**src/rtl/keccak_pkg.sv**
```systemverilog
// ============================================================================
// keccak_pkg -- shared sizing and types for the Keccak-f[1600] round control
// Revision: 1.0
// ============================================================================
`default_nettype none

package keccak_pkg;

  localparam int ROUNDS    = 24;
  localparam int NUM_STEPS = ROUNDS / 2;
  localparam int STEP_W    = 4;

  typedef enum logic [1:0] {
    IDLE = 2'd0,
    RUN  = 2'd1,
    DONE = 2'd2
  } seq_state_t;

  // Shared with the round-constant generator's i1/i2 select inputs.
  typedef logic [NUM_STEPS-1:0] step_sel_t;
  typedef logic [STEP_W-1:0]    step_idx_t;

  function automatic step_sel_t sel_of_idx(input step_idx_t idx);
    step_sel_t sel;
    sel = '0;
    if (int'(idx) < NUM_STEPS) sel[idx] = 1'b1;
    return sel;
  endfunction

endpackage

`default_nettype wire

```
**src/rtl/keccak_round_sequencer_if.sv**
```systemverilog
// ============================================================================
// keccak_round_sequencer_if -- sponge controller <-> round sequencer handshake
// Revision: 1.0
// ============================================================================
`default_nettype none

interface keccak_round_sequencer_if;
  import keccak_pkg::*;

  logic      start_valid;
  logic      start_ready;
  logic      abort;
  step_sel_t round_sel;
  step_idx_t step_idx;
  logic      perm_first;
  logic      perm_en;
  logic      out_valid;
  logic      out_ready;

  modport master (
    output start_valid, abort, out_ready,
    input  start_ready, round_sel, step_idx, perm_first, perm_en, out_valid
  );

  modport slave (
    input  start_valid, abort, out_ready,
    output start_ready, round_sel, step_idx, perm_first, perm_en, out_valid
  );

endinterface

`default_nettype wire

```
**src/rtl/keccak_round_sequencer.sv**
```systemverilog
// ============================================================================
// keccak_round_sequencer -- steps a one-hot double-round select through a
// Keccak-f[1600] permutation and hands the result back to the sponge FSM.
// Revision: 1.0
// ============================================================================
`default_nettype none

module keccak_round_sequencer
  import keccak_pkg::*;
(
  input  logic                     clk,
  input  logic                     reset,
  keccak_round_sequencer_if.slave  seq
);

  seq_state_t r_state;
  seq_state_t w_state_nxt;
  step_sel_t  r_round_sel;
  step_sel_t  w_sel_nxt;
  step_idx_t  r_step_idx;
  step_idx_t  w_idx_nxt;
  logic       r_perm_first;
  logic       w_first_nxt;
  logic       r_perm_en;
  logic       w_en_nxt;
  logic       r_out_valid;
  logic       w_ov_nxt;
  logic       w_start_ready;
  logic       w_accept;

  // Releasing a result and taking the next request on one edge avoids a bubble.
  assign w_start_ready = (r_state == IDLE) || ((r_state == DONE) && seq.out_ready);
  assign w_accept      = seq.start_valid && w_start_ready;

  always_comb begin
    w_state_nxt = r_state;
    w_sel_nxt   = r_round_sel;
    w_idx_nxt   = r_step_idx;
    w_first_nxt = 1'b0;
    w_en_nxt    = r_perm_en;
    w_ov_nxt    = r_out_valid;

    case (r_state)
      IDLE: begin
        if (w_accept) begin
          w_state_nxt = RUN;
          w_sel_nxt   = step_sel_t'(1);
          w_idx_nxt   = '0;
          w_first_nxt = 1'b1;
          w_en_nxt    = 1'b1;
          w_ov_nxt    = 1'b0;
        end
      end

      RUN: begin
        if (seq.abort) begin
          w_state_nxt = IDLE;
          w_sel_nxt   = '0;
          w_idx_nxt   = '0;
          w_en_nxt    = 1'b0;
          w_ov_nxt    = 1'b0;
        end else if (r_round_sel[NUM_STEPS-1]) begin
          w_state_nxt = DONE;
          w_sel_nxt   = '0;
          w_idx_nxt   = '0;
          w_en_nxt    = 1'b0;
          w_ov_nxt    = 1'b1;
        end else begin
          w_sel_nxt   = {r_round_sel[NUM_STEPS-2:0], 1'b0};
          w_idx_nxt   = r_step_idx + step_idx_t'(1);
          w_en_nxt    = 1'b1;
        end
      end

      DONE: begin
        if (w_accept) begin
          w_state_nxt = RUN;
          w_sel_nxt   = step_sel_t'(1);
          w_idx_nxt   = '0;
          w_first_nxt = 1'b1;
          w_en_nxt    = 1'b1;
          w_ov_nxt    = 1'b0;
        end else if (seq.out_ready) begin
          w_state_nxt = IDLE;
          w_ov_nxt    = 1'b0;
        end
      end

      default: begin
        w_state_nxt = IDLE;
        w_sel_nxt   = '0;
        w_idx_nxt   = '0;
        w_en_nxt    = 1'b0;
        w_ov_nxt    = 1'b0;
      end
    endcase
  end

  always_ff @(posedge clk) begin
    if (reset) begin
      r_state      <= IDLE;
      r_round_sel  <= '0;
      r_step_idx   <= '0;
      r_perm_first <= 1'b0;
      r_perm_en    <= 1'b0;
      r_out_valid  <= 1'b0;
    end else begin
      r_state      <= w_state_nxt;
      r_round_sel  <= w_sel_nxt;
      r_step_idx   <= w_idx_nxt;
      r_perm_first <= w_first_nxt;
      r_perm_en    <= w_en_nxt;
      r_out_valid  <= w_ov_nxt;
    end
  end

  assign seq.start_ready = w_start_ready;
  assign seq.round_sel   = r_round_sel;
  assign seq.step_idx    = r_step_idx;
  assign seq.perm_first  = r_perm_first;
  assign seq.perm_en     = r_perm_en;
  assign seq.out_valid   = r_out_valid;

  a_sel_onehot : assert property (@(posedge clk) disable iff (reset)
    (r_state == RUN) ? $onehot(r_round_sel) : (r_round_sel == '0));

  a_idx_matches_sel : assert property (@(posedge clk) disable iff (reset)
    (r_state == RUN) ? (r_round_sel == sel_of_idx(r_step_idx)) : (r_step_idx == '0));

  a_first_implies_en : assert property (@(posedge clk) disable iff (reset)
    r_perm_first |-> r_perm_en);

  a_no_valid_while_running : assert property (@(posedge clk) disable iff (reset)
    !(r_out_valid && r_perm_en));

endmodule

`default_nettype wire

```
**src/flat_wrapper.sv**
```systemverilog
// flat-port wrapper written by rule: the top's interface ports become plain ports
module keccak_round_sequencer_flat import keccak_pkg::*;
  (clk, reset, seq_start_valid, seq_abort, seq_out_ready, seq_start_ready, seq_round_sel, seq_step_idx, seq_perm_first, seq_perm_en, seq_out_valid);
  keccak_round_sequencer_if seq_i ();
  input  logic clk;
  input  logic reset;
  input wire logic [$bits(seq_i.start_valid)-1:0] seq_start_valid;
  input wire logic [$bits(seq_i.abort)-1:0] seq_abort;
  input wire logic [$bits(seq_i.out_ready)-1:0] seq_out_ready;
  output wire logic [$bits(seq_i.start_ready)-1:0] seq_start_ready;
  output wire logic [$bits(seq_i.round_sel)-1:0] seq_round_sel;
  output wire logic [$bits(seq_i.step_idx)-1:0] seq_step_idx;
  output wire logic [$bits(seq_i.perm_first)-1:0] seq_perm_first;
  output wire logic [$bits(seq_i.perm_en)-1:0] seq_perm_en;
  output wire logic [$bits(seq_i.out_valid)-1:0] seq_out_valid;
  assign seq_i.start_valid = seq_start_valid;
  assign seq_i.abort = seq_abort;
  assign seq_i.out_ready = seq_out_ready;
  assign seq_start_ready = seq_i.start_ready;
  assign seq_round_sel = seq_i.round_sel;
  assign seq_step_idx = seq_i.step_idx;
  assign seq_perm_first = seq_i.perm_first;
  assign seq_perm_en = seq_i.perm_en;
  assign seq_out_valid = seq_i.out_valid;
  keccak_round_sequencer u_core (.clk(clk), .reset(reset), .seq(seq_i));
endmodule
```
**config.mk**
```make
export PLATFORM = sky130hd
export DESIGN_NAME = keccak_round_sequencer_flat
export DESIGN_NICKNAME = d
export VERILOG_FILES = /design/src/rtl/keccak_pkg.sv /design/src/rtl/keccak_round_sequencer_if.sv /design/src/rtl/keccak_round_sequencer.sv /design/src/flat_wrapper.sv
export SDC_FILE = /design/constraint.sdc
export NUM_CORES = 1
export LEC_CHECK = 0
export ABC_AREA = 1
export BUFFER_PORTS_ARGS = -buffer_cell sky130_fd_sc_hd__buf_2
export CAP_MARGIN = 5
export CORE_AREA = 2 2 55 42
export DETAILED_ROUTE_END_ITERATION = 6
export DIE_AREA = 0 0 57 44
export PLACE_DENSITY = 0.66
export SYNTH_ARGS = -nofsm -noshare
export SYNTH_HDL_FRONTEND = slang
export SYNTH_SLANG_ARGS = --single-unit
```
**constraint.sdc**
```tcl
create_clock -name clk -period 2.45 [get_ports clk]
set_clock_uncertainty 0.15 [all_clocks]
set_input_delay 0.245 -clock clk [delete_from_list [all_inputs] [get_ports clk]]
set_output_delay 0.245 -clock clk [all_outputs]
set_load 0.01 [all_outputs]
```
==> impl_results.md <==
* Die width at 57 um
* Net load switching power at 143 uW
* Worst Hold Path EP: u_core.seq.perm_first
* Final #Nets at 141
* Clock latency at the later pin of the worst-skew pair at 0.30 ns
* Vias at 771
* Pins Over Slew Limit at 0
* Worst hold stages at 3
* Gr ovfl total at 0
* Total negative slack at 0 ns
* RSZ-0062 raised after global routing: false
* Max-cap violations at 0
* Reg power frac at 62.1%
* Switching share of total power at 25.0%
* Wirelength per Cell at 11.5 um
* Commonest non-fill, non-tap cell in the layout: nand2_1
* Hold buffer count at CTS at 0
* Die H at 44 um
* H-tree level count at 1
* Port bufs at 24
* Final GP Congestion at 0.776
* Setup violators final at 0
* HPWL Detailed at 1.25 mm
* Setup slack, reg-to-reg at 0.91 ns
* Core area at 0.00200 mm2
* GRT Total Usage at 15.8%
* CTS resizes at 0
* First-pass GRT wire length at 3.01 mm
* Clk slew on worst S/H paths at 0.12 ns
* Initial DRC Count at 30
* Vias/cell at 4.88
* Antenna diodes at 0
* Final core utilization at 49.5%
* Yosys reg bits at 21
* Final period util at 64.1%
* Mapped Area at 838 um2
* # DRC at 0
* Post-Syn Instances at 110
* Site Rows at 14
* Layout cell share with drive strength beyond 1 at 23.9%
* Synth Net Count at 116
* Initial Utilization at 42.0%
* TritonCTS clock tree: yes
* Die area at 0.00251 mm2
* Clock buffer depth at 2
* Tightest Hold Check Type: in -> reg
* Max Clk Rate at 0.637 GHz
* Pwr/cell area at 577 mW/mm2
* Footprint of the multi-input gates at 354 um2
* Cell area after layout at 988 um2
* Critical path class: reg -> out
* Slew @ Worst Pin at 0.618 ns
* # clock sinks at 21
* Tot Pwr at 570 uW
* Reg-to-Reg Start: u_core.r_state[1]
* Pre-antenna DRT Iters at 4
* WP data required at 2.06 ns
* Relative slew slack at 58.8%
* Ys Warns at 0
* Largest net degree at the start of global routing at 21
* Final hold slack at 0.102 ns
* Critical Path Fanout Max at 5
* Layout Area Growth over Synthesis at 17.9%
* P_int at 427 uW
* Static Leak at 0.000445 uW
* R2r endpoint: u_core.seq.round_sel[8]
* Vias in the first global route at 653
* Crit end category: output port
* Commonest cells after routing, fill and taps aside: 31 x nand2_1, 24 x buf_2, 21 x dfxtp_1, 19 x a21oi_1, 9 x nand3_1
* Clock Power Share at 29.5%
* Post-layout min period at 1.57 ns
* Combinational Power Share at 8.5%
* CP Data Arrival Time at 1.17 ns
* Initial antenna violation count at 0
* Worst setup SP type: flip-flop
* Fin. Hold Viols at 0
* # fillers at 216
* Antenna-violating nets left at 0
* Worst R2R Path Depth at 4
* Yosys cell types at 18
* DP Area at 962 um2
* Num ports at 25
* Drt total wl at 1.82 mm
* Outcome: complete, no violations
* TritonCTS Buffers at 3
* Max VDD drop at 0.000479 V
* Post-CTS Setup Inserts at 0
* Hold Path Origin: seq_start_valid
* Clk Tree Root Cell: clkbuf_4
* Mapped Avg Cell Area at 7.62 um2
* Seq. cell area at 420 um2
* Sequential area share after synthesis at 50.1%
-- area by class of cell --
cell class	instances	share of cell area [%]
tap	24	3.04
timing repair buffer	24	12.2
sequential	21	42.5
clock buffer	4	2.66
inverter	10	3.80
multi-input combinational	75	35.8
-- cell families after synthesis --
| group | share of synthesized area (%) |
|---|---|
| flip-flops | 50.1 |
| AND/OR/NAND/NOR | 24.9 |
| buffers and inverters | 7.61 |
| XOR/XNOR | 1.04 |
| AO/OA/AOI/OAI | 14.8 |
| adder cells (fa/ha/maj) | 1.49 |
-- worst max-delay path, stage by stage, from the launching register on --
cell and delay (ns):
dfxtp_1 0.42, inv_1 0.10, nor2_1 0.13, nor2_1 0.07, buf_2 0.15
-- power by group through the flow --
stage	registers (uW)	clock network, uW	logic [uW]
3_5_place_dp	362	0	48.5
5_1_grt	355	192	55.2
6_report	354	168	48.3
4_1_cts	354	175	48.7
2_1_floorplan	364	0	32.2
3_3_place_gp	362	0	47.9
-- metrics by stage --
stage / instances / worst slack (ns)
3_5_place_dp: 154 / 0.887
4_1_cts: 158 / 0.872
5_1_grt: 158 / 0.712
3_3_place_gp: 154 / 0.975
2_1_floorplan: 110 / 1.21
6_report: 158 / 0.880
-- sequential cells by signal, indices dropped and copies added (netlist names) --
| register | cells |
|---|---|
| u_core.seq.step_idx | 4 |
| u_core.seq.round_sel | 12 |
| u_core.seq.out_valid | 1 |
| u_core.seq.perm_first | 1 |
| u_core.r_state | 2 |
| u_core.seq.perm_en | 1 |
-- worst max path at each step --
stage | startpoint | to | slack [ns] | cells past startpoint
after floorplan | u_core.r_state[0] | u_core.seq.round_sel[10] | 1.21 | 7
after global placement | seq_out_ready | u_core.seq.step_idx[0] | 0.97 | 6
after detailed placement | seq_out_ready | u_core.seq.round_sel[8] | 0.89 | 6
after CTS | u_core.r_state[1] | u_core.seq.round_sel[8] | 0.87 | 4
after global routing | u_core.r_state[1] | u_core.seq.round_sel[8] | 0.71 | 4
final | u_core.r_state[1] | seq_start_ready | 0.88 | 4
-- routing by layer --
metal / vias up / part of all wire [%] / wire [um] / track usage, %
met5: - / 0 / 0 / 0
li1: 402 / - / - / -
met3: 2 / 6.4 / 116 / 6.87
met4: 0 / 0.72 / 13 / 4.19
met1: 349 / 50 / 908 / 22.6
met2: 18 / 43 / 776 / 21.8
-- Yosys cell counts, drive strengths merged --
| cell | count | area share (%) |
|---|---|---|
| nand2 | 32 | 15 |
| dfxtp | 21 | 50 |
| a21oi | 20 | 12 |
| inv | 10 | 4.5 |
| nand3 | 9 | 5.4 |
| nor2 | 7 | 3.4 |
| buf | 2 | 2.2 |
| clkbuf | 2 | 0.90 |
| nand4 | 2 | 1.5 |
| o21bai | 2 | 1.8 |
| ha | 1 | 1.5 |
| o21ai | 1 | 0.60 |
| xor2 | 1 | 1.0 |
Power figures use the tool's default switching activity.
